## config.mk

```make
export PLATFORM = sky130hd
export DESIGN_NAME = sprite_load_ctrl_flat
export DESIGN_NICKNAME = d
export VERILOG_FILES = /design/src/rtl/sprite_load_ctrl_if.sv /design/src/rtl/sprite_load_ctrl.sv /design/src/flat_wrapper.sv
export SDC_FILE = /design/constraint.sdc
export NUM_CORES = 1
export LEC_CHECK = 0
export BUFFER_PORTS_ARGS = -buffer_cell sky130_fd_sc_hd__buf_2
export CELL_PAD_IN_SITES_DETAIL_PLACEMENT = 0
export CELL_PAD_IN_SITES_GLOBAL_PLACEMENT = 1
export CORE_MARGIN = 2
export CORE_UTILIZATION = 37
export CTS_BUF_LIST = sky130_fd_sc_hd__clkbuf_8 sky130_fd_sc_hd__clkbuf_16
export DETAILED_ROUTE_END_ITERATION = 8
export PLACE_DENSITY = 0.79
export SLEW_MARGIN = 10
export SYNTH_ARGS = -nofsm -noshare
export SYNTH_HDL_FRONTEND = slang
export SYNTH_SLANG_ARGS = --single-unit
```

## constraint.sdc

```tcl
create_clock -name pixel_clk_in -period 4 [get_ports pixel_clk_in]
set_input_delay 1.2 -clock pixel_clk_in [delete_from_list [all_inputs] [get_ports pixel_clk_in]]
set_output_delay 1.2 -clock pixel_clk_in [all_outputs]
set_load 0.01 [all_outputs]
```

## src/rtl/sprite_load_ctrl_if.sv

```systemverilog
// Signal bundle between the sprite loader and its surroundings: the
// byte stream, the display's read ports and the two BRAM ports.
// The master side is the system (stream source plus display), the
// slave side is the load controller.
interface sprite_load_ctrl_if #(
    parameter int AW = 16
);
    logic          start_in;
    logic [7:0]    byte_in;
    logic          byte_valid_in;
    logic          byte_ready_out;
    logic          disp_active_in;
    logic [AW-1:0] disp_addr_in;
    logic [7:0]    pal_rd_addr_in;
    logic [AW-1:0] img_addr_out;
    logic          img_we_out;
    logic [7:0]    img_din_out;
    logic [7:0]    pal_addr_out;
    logic          pal_we_out;
    logic [23:0]   pal_din_out;
    logic          busy_out;
    logic          done_out;

    modport master (
        output start_in, byte_in, byte_valid_in, disp_active_in,
               disp_addr_in, pal_rd_addr_in,
        input  byte_ready_out, img_addr_out, img_we_out, img_din_out,
               pal_addr_out, pal_we_out, pal_din_out, busy_out, done_out
    );

    modport slave (
        input  start_in, byte_in, byte_valid_in, disp_active_in,
               disp_addr_in, pal_rd_addr_in,
        output byte_ready_out, img_addr_out, img_we_out, img_din_out,
               pal_addr_out, pal_we_out, pal_din_out, busy_out, done_out
    );
endinterface

```

## src/rtl/sprite_load_ctrl.sv

```systemverilog
// Sprite load controller: streams a 256-entry RGB palette (three bytes
// per entry) followed by WIDTH*HEIGHT colour-id bytes into two BRAMs,
// sharing the BRAM address ports with the display. The display always
// wins: while it is active the stream is stalled and no write happens.
module sprite_load_ctrl #(
    parameter int WIDTH  = 256,
    parameter int HEIGHT = 256
) (
    input  logic pixel_clk_in,
    input  logic rst_n_in,
    sprite_load_ctrl_if.slave bus
);
    localparam int N  = WIDTH * HEIGHT;
    localparam int AW = $clog2(N);
    localparam logic [AW-1:0] LAST_PIX = AW'(N - 1);
    localparam logic [7:0]    LAST_PAL = 8'hFF;

    typedef enum logic [1:0] {
        IDLE = 2'd0,
        PAL  = 2'd1,
        IMG  = 2'd2,
        DONE = 2'd3
    } state_t;

    state_t        state;
    state_t        next_state;
    logic [7:0]    pal_idx;
    logic [1:0]    phase;
    logic [AW-1:0] pix_idx;
    logic [7:0]    r_reg;
    logic [7:0]    g_reg;

    logic byte_ready;
    logic accept;
    logic start_load;
    logic pal_we;
    logic img_we;

    assign byte_ready = ((state == PAL) || (state == IMG)) && !bus.disp_active_in;
    assign accept     = bus.byte_valid_in && byte_ready;
    assign start_load = bus.start_in && ((state == IDLE) || (state == DONE));
    assign pal_we     = (state == PAL) && accept && (phase == 2'd2);
    assign img_we     = (state == IMG) && accept;

    assign bus.byte_ready_out = byte_ready;
    assign bus.pal_we_out     = pal_we;
    assign bus.pal_addr_out   = pal_we ? pal_idx : bus.pal_rd_addr_in;
    assign bus.pal_din_out    = {r_reg, g_reg, bus.byte_in};
    assign bus.img_we_out     = img_we;
    assign bus.img_addr_out   = img_we ? pix_idx : bus.disp_addr_in;
    assign bus.img_din_out    = bus.byte_in;
    assign bus.busy_out       = (state == PAL) || (state == IMG);
    assign bus.done_out       = (state == DONE);

    // State register; reset abandons any load in progress.
    always_ff @(posedge pixel_clk_in or negedge rst_n_in) begin
        if (!rst_n_in) begin
            state <= IDLE;
        end else begin
            state <= next_state;
        end
    end

    // Next state: last palette write moves on to the image, last pixel finishes.
    always_comb begin
        next_state = state;
        case (state)
            IDLE, DONE: begin
                if (bus.start_in) begin
                    next_state = PAL;
                end
            end
            PAL: begin
                if (pal_we && (pal_idx == LAST_PAL)) begin
                    next_state = IMG;
                end
            end
            IMG: begin
                if (img_we && (pix_idx == LAST_PIX)) begin
                    next_state = DONE;
                end
            end
            default: next_state = IDLE;
        endcase
    end

    // Datapath: byte phase, R/G holding registers and the two write indices.
    always_ff @(posedge pixel_clk_in or negedge rst_n_in) begin
        if (!rst_n_in) begin
            pal_idx <= '0;
            phase   <= '0;
            pix_idx <= '0;
            r_reg   <= '0;
            g_reg   <= '0;
        end else if (start_load) begin
            pal_idx <= '0;
            phase   <= '0;
            pix_idx <= '0;
            r_reg   <= '0;
            g_reg   <= '0;
        end else if (accept) begin
            if (state == PAL) begin
                case (phase)
                    2'd0: begin
                        r_reg <= bus.byte_in;
                        phase <= 2'd1;
                    end
                    2'd1: begin
                        g_reg <= bus.byte_in;
                        phase <= 2'd2;
                    end
                    default: begin
                        phase <= 2'd0;
                        if (pal_idx != LAST_PAL) begin
                            pal_idx <= pal_idx + 8'd1;
                        end
                    end
                endcase
            end else if (state == IMG) begin
                if (pix_idx != LAST_PIX) begin
                    pix_idx <= pix_idx + AW'(1);
                end
            end
        end
    end
endmodule

```

## src/flat_wrapper.sv

```systemverilog
// flat-port wrapper written by rule: the top's interface ports become plain ports
module sprite_load_ctrl_flat 
#(
    parameter int WIDTH  = 256,
    parameter int HEIGHT = 256
)
  (pixel_clk_in, rst_n_in, bus_start_in, bus_byte_in, bus_byte_valid_in, bus_disp_active_in, bus_disp_addr_in, bus_pal_rd_addr_in, bus_byte_ready_out, bus_img_addr_out, bus_img_we_out, bus_img_din_out, bus_pal_addr_out, bus_pal_we_out, bus_pal_din_out, bus_busy_out, bus_done_out);
  sprite_load_ctrl_if bus_i ();
  input  logic pixel_clk_in;
  input  logic rst_n_in;
  input wire logic [$bits(bus_i.start_in)-1:0] bus_start_in;
  input wire logic [$bits(bus_i.byte_in)-1:0] bus_byte_in;
  input wire logic [$bits(bus_i.byte_valid_in)-1:0] bus_byte_valid_in;
  input wire logic [$bits(bus_i.disp_active_in)-1:0] bus_disp_active_in;
  input wire logic [$bits(bus_i.disp_addr_in)-1:0] bus_disp_addr_in;
  input wire logic [$bits(bus_i.pal_rd_addr_in)-1:0] bus_pal_rd_addr_in;
  output wire logic [$bits(bus_i.byte_ready_out)-1:0] bus_byte_ready_out;
  output wire logic [$bits(bus_i.img_addr_out)-1:0] bus_img_addr_out;
  output wire logic [$bits(bus_i.img_we_out)-1:0] bus_img_we_out;
  output wire logic [$bits(bus_i.img_din_out)-1:0] bus_img_din_out;
  output wire logic [$bits(bus_i.pal_addr_out)-1:0] bus_pal_addr_out;
  output wire logic [$bits(bus_i.pal_we_out)-1:0] bus_pal_we_out;
  output wire logic [$bits(bus_i.pal_din_out)-1:0] bus_pal_din_out;
  output wire logic [$bits(bus_i.busy_out)-1:0] bus_busy_out;
  output wire logic [$bits(bus_i.done_out)-1:0] bus_done_out;
  assign bus_i.start_in = bus_start_in;
  assign bus_i.byte_in = bus_byte_in;
  assign bus_i.byte_valid_in = bus_byte_valid_in;
  assign bus_i.disp_active_in = bus_disp_active_in;
  assign bus_i.disp_addr_in = bus_disp_addr_in;
  assign bus_i.pal_rd_addr_in = bus_pal_rd_addr_in;
  assign bus_byte_ready_out = bus_i.byte_ready_out;
  assign bus_img_addr_out = bus_i.img_addr_out;
  assign bus_img_we_out = bus_i.img_we_out;
  assign bus_img_din_out = bus_i.img_din_out;
  assign bus_pal_addr_out = bus_i.pal_addr_out;
  assign bus_pal_we_out = bus_i.pal_we_out;
  assign bus_pal_din_out = bus_i.pal_din_out;
  assign bus_busy_out = bus_i.busy_out;
  assign bus_done_out = bus_i.done_out;
  sprite_load_ctrl #(.WIDTH(WIDTH), .HEIGHT(HEIGHT)) u_core (.pixel_clk_in(pixel_clk_in), .rst_n_in(rst_n_in), .bus(bus_i));
endmodule
```

==> results.sh <==
export IMPL_floorplan_die_width_um=90.45
export IMPL_power_frac_clock=0.318
export IMPL_avgSynthCellArea_um2=8.891
export IMPL_tritoncts="yes"
export IMPL_power_switching_share=0.2861
export IMPL_boundaryPins=98
export IMPL_grt_first_pass_wirelength_um=11600
export IMPL_ffs_latches_synth=44
export IMPL_clkSinkCount=44
export IMPL_detailed_place_hpwl_um=4957
export IMPL_power_per_cell_area_nw_per_um2=280.5
export IMPL_pwr_share_comb=0.150
export IMPL_dieArea_um2=8181
export IMPL_number_of_pins_exceeding_their_max_slew_limit_in_the_final_report=0
export IMPL_groute_layer_met2_usage=0.2932
export IMPL_worstPathCellList="buf_2 > or3b_2 > nor2_2 > buf_4 > mux2_2 > buf_2"
export IMPL_fmax_mhz=261.6
export IMPL_power_switching_w=0.0002672
export IMPL_clock_root_buffer="sky130_fd_sc_hd__clkbuf_8"
export IMPL_grt_max_degree=45
export IMPL_io_buffer_count=97
export IMPL_timing_final_crit_share=0.9558
export IMPL_grt_met1_usage=0.2149
export IMPL_netlist_instances=311
export IMPL_routed_via_density=5.215
export IMPL_largest_register_ffs=16
export IMPL_drc_errors=0
export IMPL_timing_critical_path_from_type="primary input"
export IMPL_drtPass1Iterations=4
export IMPL_p_int_w=0.0006665
export IMPL_route_final_wire_length_um=6751
export IMPL_yosys_cell_types_count=56
export IMPL_final_layout_size_suffix_gt1_frac=0.3256
export IMPL_total_standard_cell_area_after_synthesis_um2=2765
export IMPL_cts_post_setup_buffers_inserted=0
export IMPL_static_leakage_power_nw=1.711
export IMPL_antenna_violations_before_repair=0
export IMPL_tightest_pin_transition_ps=989.6
export IMPL_numCtsBuffers=5
export IMPL_hold_path_class="flop to flop"
export IMPL_timing_final_ws_setup_ps=177.0
export IMPL_htree_num_levels=2
export IMPL_diodes=0
export IMPL_drtIter0Drc=95
export IMPL_detailroute_via_count=2550
export IMPL_initial_core_utilization=0.3812
export IMPL_synth_edf_count=0
export IMPL_synth_seq_area_share=0.3982
export IMPL_cts_hold_repair_buffers=0
export IMPL_largest_register="u_core.pix_idx"
export IMPL_timing_setup_tns_ps=0
export IMPL_worst_path_max_delay_cell="sky130_fd_sc_hd__or3b_2"
export IMPL_core_region_area_um2=7253
export IMPL_grtUsageMet3=0.04257
export IMPL_kind_of_cell_with_the_highest_combined_delay_on_the_critical_path="simple AND/OR/NAND/NOR gates"
export IMPL_async_flop_share=1.000
export IMPL_most_used_cell_along_the_critical_path="sky130_fd_sc_hd__buf_2"
export IMPL_placement_rows=31
export IMPL_synthesis_nets=353
export IMPL_areaGrowthSynthToFinish_pct=20.36
export IMPL_gr_max_usage_layer="met2"
export IMPL_report_final_setup_viol=0
export IMPL_number_of_global_route_vias_before_repair=2432
export IMPL_cts_resized=0
export IMPL_place_gp_congestion=0.8838
export IMPL_cap_viol_max_count=0
export IMPL_cp_arrival_ps=2620
export IMPL_path_buf_inv=3
export IMPL_power_sequential_fraction=0.532
export IMPL_routed_wire_length_per_instance_um=13.81
export IMPL_crit_fanout=9
export IMPL_globalRouteOverflowTotal=0
export IMPL_cp_data_required_time_ps=2800
export IMPL_slew_limit_headroom=0.3403
export IMPL_run_status="completed"
export IMPL_dpl_cell_area_um2=3231
export IMPL_post_detailed_route_count_of_antenna_violating_nets=0
export IMPL_post_route_min_period_ps=3823
export IMPL_clk_latency_ps=300
export IMPL_cp_end_kind="output pin"
export IMPL_hold_viol=0
export IMPL_clk_pin_slew_ps=80
export IMPL_synth_ff_type="sky130_fd_sc_hd__dfrtp_1"
export IMPL_worstSetupPathType="primary input to output pin"
export IMPL_final_net_count=431
export IMPL_cp_slowest_stage_delay_ps=510
export IMPL_skew_ps=10.38
export IMPL_rsz0062_at_grt="no"
export IMPL_synth_warnings=0
export IMPL_die_y_um=90.45
export IMPL_stdcell_area_um2=3328
export IMPL_grt_util_all_layers=0.1703
export IMPL_pre_cts_ws_ps=177.6
export IMPL_worst_ir_drop_vdd_uv=208.6
export IMPL_cts_buffer_depth=2
==> Yosys cell counts (2+ instances only) <==
library cell,n,share of area
sky130_fd_sc_hd__nor4_1,8,0.018
sky130_fd_sc_hd__mux2i_1,19,0.069
sky130_fd_sc_hd__nand2_1,57,0.077
sky130_fd_sc_hd__a2bb2oi_1,2,0.0063
sky130_fd_sc_hd__or3_1,4,0.0090
sky130_fd_sc_hd__buf_4,17,0.046
sky130_fd_sc_hd__mux2_2,8,0.033
sky130_fd_sc_hd__buf_1,4,0.0054
sky130_fd_sc_hd__clkbuf_1,8,0.011
sky130_fd_sc_hd__a21oi_1,8,0.014
sky130_fd_sc_hd__a31oi_1,4,0.0090
sky130_fd_sc_hd__a41oi_1,2,0.0063
sky130_fd_sc_hd__o311ai_0,2,0.0063
sky130_fd_sc_hd__ha_1,5,0.023
sky130_fd_sc_hd__a211oi_1,2,0.0054
sky130_fd_sc_hd__o211ai_1,3,0.0081
sky130_fd_sc_hd__o21ai_0,10,0.018
sky130_fd_sc_hd__dfrtp_1,44,0.40
sky130_fd_sc_hd__o22a_1,2,0.0063
sky130_fd_sc_hd__or4_1,6,0.016
sky130_fd_sc_hd__nor3_1,4,0.0072
sky130_fd_sc_hd__nor2_1,24,0.033
sky130_fd_sc_hd__nor2b_1,4,0.0090
sky130_fd_sc_hd__nand3_1,11,0.020
sky130_fd_sc_hd__inv_1,10,0.014
sky130_fd_sc_hd__o31ai_1,7,0.019
sky130_fd_sc_hd__xor2_1,2,0.0063
sky130_fd_sc_hd__nand4_1,6,0.014
==> layer usage <==
metal	routed length [um]	vias to the layer above
met1	3161	1184
met4	65	0
met2	3056	98
li1	-	1262
met3	467	6
met5	0	-
==> area by class of cell <==
cell class | count | area [um^2]
Fill cell | 766 | 3925
Multi-Input combinational cell | 225 | 1438
Sequential cell | 44 | 1101
Timing Repair Buffer | 103 | 530.5
Tap cell | 99 | 123.9
Clock buffer | 6 | 82.58
Inverter | 10 | 37.54
Clock inverter | 2 | 15.01
==> power groups by stage <==
stage	clock network (W)	registers, W	logic, W
2_1_floorplan	0	0.000493	0.0000962
3_3_place_gp	0	0.000503	0.000142
3_5_place_dp	0	0.000506	0.000144
4_1_cts	0.000313	0.000497	0.000144
5_1_grt	0.000328	0.000501	0.000162
6_report	0.000297	0.000497	0.000140
==> stage by stage <==
stage / cells / utilization / total power [W] / hold WS [ps]
after global placement: 481 / 0.4454 / 0.0006452 / 501.1
after CTS: 489 / 0.4589 / 0.0009542 / 534.7
after detailed placement: 481 / 0.4454 / 0.0006491 / 509.8
final: 489 / 0.4589 / 0.0009337 / 527.2
after floorplan: 311 / - / 0.0005889 / 488.7
after global routing: 489 / 0.4589 / 0.0009906 / 571.5
==> worst min-delay path, delay by kind of cell (launching register included) <==
family / cells / cell delay, ps
simple gates: 1 / 70
mux: 1 / 70
flops: 1 / 350
==> path summary, 6_finish.rpt <==
path                                                 end                   startpoint  slack (ps)  cells after the start
setup / recovery                     bus_pal_addr_out[5]            bus_byte_valid_in         180                      6
hold / removal               u_core.r_reg[3]$_DFFE_PN0P_  u_core.r_reg[3]$_DFFE_PN0P_         530                      2
setup reg to reg           u_core.pix_idx[9]$_DFFE_PN0P_  u_core.state[0]$_DFFE_PN0P_        1250                      7
hold reg to reg              u_core.r_reg[3]$_DFFE_PN0P_  u_core.r_reg[3]$_DFFE_PN0P_         530                      2
max in group asynchronous  u_core.pix_idx[3]$_DFFE_PN0P_                     rst_n_in        2320                      1
min in group asynchronous    u_core.r_reg[4]$_DFFE_PN0P_                     rst_n_in        1060                      1
==> cell families after synthesis <==
family | Yosys count | share of synthesized area
mux | 27 | 0.1014
simple gates | 138 | 0.2539
fa+ha+maj | 5 | 0.02262
buf+inv | 42 | 0.08371
xor+xnor | 2 | 0.006336
compound gates | 53 | 0.1339
flops | 44 | 0.3982
==> cell usage in the layout (no fill, tap or decap), drive strengths merged, types with 7 or more instances in the layout <==
cell type,netlist,routed
dfrtp,44,44
o31ai,7,7
mux2i,19,19
buf,23,103
nand3,11,11
o21ai,10,10
nand4,7,7
nand2,57,57
nor2,25,25
inv,10,10
a21oi,8,8
mux2,8,8
nor4,9,9
Power figures use the tool's default switching activity.
